**src/rtl/demux_1_to_4_router.sv**
```systemverilog
// One-to-four word router: steers each source word to one of four channels,
// each with a one-entry holding register, a valid/ready handshake and a delivery counter.
module demux_1_to_4_router #(
  parameter int unsigned b  = 8,
  parameter int unsigned CW = 16
) (
  input  logic              clk,
  input  logic              rst_n,
  input  logic [b-1:0]      in_data,
  input  logic [1:0]        in_sel,
  input  logic              in_valid,
  output logic              in_ready,
  output logic [b-1:0]      out_data0,
  output logic [b-1:0]      out_data1,
  output logic [b-1:0]      out_data2,
  output logic [b-1:0]      out_data3,
  output logic [3:0]        out_valid,
  input  logic [3:0]        out_ready,
  output logic [4*CW-1:0]   xfer_cnt
);

  localparam int unsigned NCH = 4;

  logic [b-1:0]  data_q [NCH];
  logic [CW-1:0] cnt_q  [NCH];
  logic [NCH-1:0] valid_q;
  logic [NCH-1:0] load;
  logic [NCH-1:0] deliver;

  // A slot can take a word when it is empty or draining on this same edge.
  assign in_ready = ~valid_q[in_sel] | out_ready[in_sel];

  always_comb begin
    load    = '0;
    deliver = '0;
    for (int k = 0; k < NCH; k++) begin
      load[k]    = in_valid & in_ready & (in_sel == 2'(k));
      deliver[k] = valid_q[k] & out_ready[k];
    end
  end

  // Per-channel holding register, valid flag and delivery counter.
  always_ff @(posedge clk or negedge rst_n) begin
    if (!rst_n) begin
      valid_q <= '0;
      for (int k = 0; k < NCH; k++) begin
        data_q[k] <= '0;
        cnt_q[k]  <= '0;
      end
    end else begin
      for (int k = 0; k < NCH; k++) begin
        if (load[k]) begin
          data_q[k]  <= in_data;
          valid_q[k] <= 1'b1;
        end else if (deliver[k]) begin
          valid_q[k] <= 1'b0;
        end
        if (deliver[k]) begin
          cnt_q[k] <= cnt_q[k] + CW'(1);
        end
      end
    end
  end

  always_comb begin
    xfer_cnt = '0;
    for (int k = 0; k < NCH; k++) begin
      xfer_cnt[k*CW +: CW] = cnt_q[k];
    end
  end

  assign out_valid = valid_q;
  assign out_data0 = data_q[0];
  assign out_data1 = data_q[1];
  assign out_data2 = data_q[2];
  assign out_data3 = data_q[3];

endmodule

```
**config.mk**
```make
export PLATFORM = sky130hd
export DESIGN_NAME = demux_1_to_4_router
export DESIGN_NICKNAME = d
export VERILOG_FILES = /design/src/rtl/demux_1_to_4_router.sv
export SDC_FILE = /design/constraint.sdc
export NUM_CORES = 1
export LEC_CHECK = 0
export BUFFER_PORTS_ARGS = -buffer_cell sky130_fd_sc_hd__buf_2
export CAP_MARGIN = 20
export CORE_ASPECT_RATIO = 0.75
export CORE_UTILIZATION = 47
export DETAILED_ROUTE_END_ITERATION = 16
export MAX_ROUTING_LAYER = met4
export PLACE_DENSITY = 0.76
export SETUP_SLACK_MARGIN = 0.02
export SLEW_MARGIN = 20
export SYNTH_ARGS = -nofsm -noshare
export SYNTH_HDL_FRONTEND = slang
export SYNTH_SLANG_ARGS = --single-unit
```
**constraint.sdc**
```tcl
create_clock -name clk -period 1.6 [get_ports clk]
set_input_delay 0.48 -clock clk [delete_from_list [all_inputs] [get_ports clk]]
set_output_delay 0.48 -clock clk [all_outputs]
set_load 0.05 [all_outputs]
```
==> impl_metrics.tcl <==
set metrics [dict create \
    synthTopCellsByArea "dfrtp_1 (60%), xnor2_1 (9.7%), mux2_2 (8.1%)" \
    cp_data_required_time_ns 1.12 \
    fin_skew_ns 0.00472 \
    globalplace.congestion 0.823 \
    antenna_left 0 \
    cp-end-kind "primary output" \
    viasPerCell 5.03 \
    synth_cell_type_count 29 \
    worst_slack_ns -0.321 \
    place_area_sq_um 5140 \
    synth_nets 343 \
    post-route-min-period_ns 1.92 \
    finalSetupViolCount 1 \
    worst_pin_slew_ns 0.356 \
    clock_latency_ns 0.33 \
    startpoint "out_valid[3]" \
    clk_pin_slew_ns 0.06 \
    dpl.hpwl_mm 6.46 \
    syn_to_final_growth_pct 32.1 \
    first_iter_violations 94 \
    syn_avg_cell_area_sq_um 12.9 \
    die_w_um 111 \
    wire_per_inst_um 14.9 \
    grt_pass1_vias 3000 \
    synthesis.area_sq_um 4160 \
    setup_tns_ns -0.321 \
    crit_arrival_ns 1.44 \
    pwr-share-seq 0.411 \
    yosys-top-cells-count "dfrtp_1 (100), xnor2_1 (46), mux2_2 (30)" \
    finalHoldViolations 0 \
    intPower_uw 4950 \
    fin_crit_sh 1.20 \
    async_flop_share 1.00 \
    dp_cells 568 \
    drc 0 \
    clock_path_buffers 2 \
    ys_ff_latch 100 \
    rows 29 \
    path_max_fanout 3 \
    power.density_nw_per_um2 1490 \
    grt_usage 0.210 \
    port_buffers 117 \
    total_power_uw 8180 \
    via_count 2944 \
    grt_max_degree 32 \
    cts-root-buf "clkbuf_16" \
    cts_tree "done" \
    post-cts-setup-buffers 0 \
    violations "negative setup slack" \
    worstSetupStartpointType "register" \
    pwr-share-clk 0.259 \
    post-route-util 0.645 \
    cts.sinks 100 \
    synth_ff_type "dfrtp_1" \
    antenna_found_initial 1 \
    yosysWarnings 0 \
    final_cell_area_sq_um 5500 \
    swShare 0.395 \
    yosysMostFrequentCell "dfrtp_1" \
    h-tree-depth 3 \
    drive_gt1_frac 0.452 \
    synth-seq-area-share 0.601 \
    grt_pass1_wl_mm 14.8 \
    synth_top_area_cell "dfrtp_1" \
    outcome "finished, violations left" \
    synth_top_area_share 0.601 \
    fillers 671 \
    final_cells 585 \
    crit_type "reg -> out" \
    synth-edff-count 0 \
    drv_slew 0 \
    timing.rr.start "xfer_cnt[16]" \
    max_freq_mhz 520 \
    power_frac_comb 0.330 \
    max-cap-violations 0 \
    ff2ff_setup_slack_ns 0.10 \
    drt-pass1-iter-count 4 \
    initial_core_util 0.488 \
    dieArea_sq_um 9240 \
    irDropWorstVdd_mv 1.03 \
    die_y_um 83.5 \
    p_leak_uw 0.00275 \
    core-area_sq_um 8530 \
    num_io_pins 118 \
    overflow 0 \
    synth_cells 322 \
    hold_path.class "in -> async" \
    max_slew_margin 0.763 \
    routed_wirelength_mm 8.70 \
    rsz0062_at_grt "yes" \
    numCtsBuffers 9 \
    power.switching_uw 3230 \
    nNetsFinal 492 \
]
==> worst paths after layout <==
path / cells after the start / end
setup / recovery: 3 / in_ready
hold / removal: 1 / xfer_cnt[15]
setup reg to reg: 5 / xfer_cnt[24]
hold reg to reg: 1 / xfer_cnt[63]
max in group asynchronous: 2 / xfer_cnt[32]
min in group clk: 2 / out_data2[6]
==> cells by family after synthesis <==
logic type               after synthesis  synth area share
flip-flops                           100             0.601
adder cells (fa/ha/maj)                4            0.0120
AO/OA/AOI/OAI                          1           0.00120
multiplexers                          37             0.103
buffers and inverters                 11            0.0108
AND/OR/NAND/NOR                      109             0.146
XOR/XNOR                              60             0.126
==> stage by stage <==
stage | setup WS [ns] | hold WS [ns]
global placement | -0.349 | 0.408
detailed placement | -0.358 | 0.417
finish | -0.321 | 0.0570
floorplan | -0.155 | 0.184
CTS | -0.341 | 0.0575
global route | -0.370 | 0.0574
==> cell usage in the layout, fill, tap and decap left out, types with 5 or more instances in the layout <==
cell type	synthesis	layout
nor2_1	12	12
nor3_1	5	5
and4_1	6	6
clkbuf_16	0	9
nand4_1	10	10
mux2_2	30	30
xor2_1	14	14
dfrtp_1	100	81
nand3_1	22	22
and3_1	10	10
buf_12	0	5
dfrtp_2	0	19
inv_1	7	7
buf_2	3	108
buf_4	0	22
mux2_1	6	6
xnor2_1	46	46
nand2_1	26	26
==> area by class of cell <==
class / instances / area [sq um] / share of cell area
flip-flops and latches: 100 / 2530 / 0.459
multi-input cells: 211 / 1640 / 0.299
repair buffers: 142 / 877 / 0.159
clock buffers: 13 / 250 / 0.0455
well taps: 108 / 135 / 0.0246
clock inverters: 3 / 40.0 / 0.00728
inverters: 7 / 26.3 / 0.00478
diodes: 1 / 2.50 / 0.000455
==> power by group through the flow <==
stage	clock [uW]	combinational (uW)	sequential (uW)
2_1_floorplan	0	517	4790
3_3_place_gp	0	2630	3360
3_5_place_dp	0	2700	3400
4_1_cts	2170	2710	3360
5_1_grt	2280	2850	3440
6_report	2120	2700	3360
==> layer usage <==
layer / GRT usage / part of all wire / wire length, um / up-vias
li1: - / - / - / 1402
met1: 0.270 / 0.44 / 3850 / 1454
met4: 0.0436 / 0.0053 / 46 / 0
met3: 0.0741 / 0.066 / 572 / 4
met2: 0.325 / 0.49 / 4230 / 84
met5: - / 0 / 0 / -
==> critical path, cell delays in order (launching register included) <==
cell and delay (ns):
dfrtp_2 0.38, nand2b_4 0.06, mux4_2 0.49, buf_8 0.17
==> flip-flops by register name, summed over array words and instances (netlist names) <==
signal and flops:
out_data2 8, xfer_cnt 64, out_data3 8, out_data1 8, out_data0 8, out_valid 4
==> repair_timing <==
item | 4_1_cts | 5_1_grt
pin swaps | 0 | 0
hold buffers | 0 | 0
endpoints found under the setup margin | 2 | 7
gates resized for setup | 10 | 7
Power figures use the tool's default switching activity.
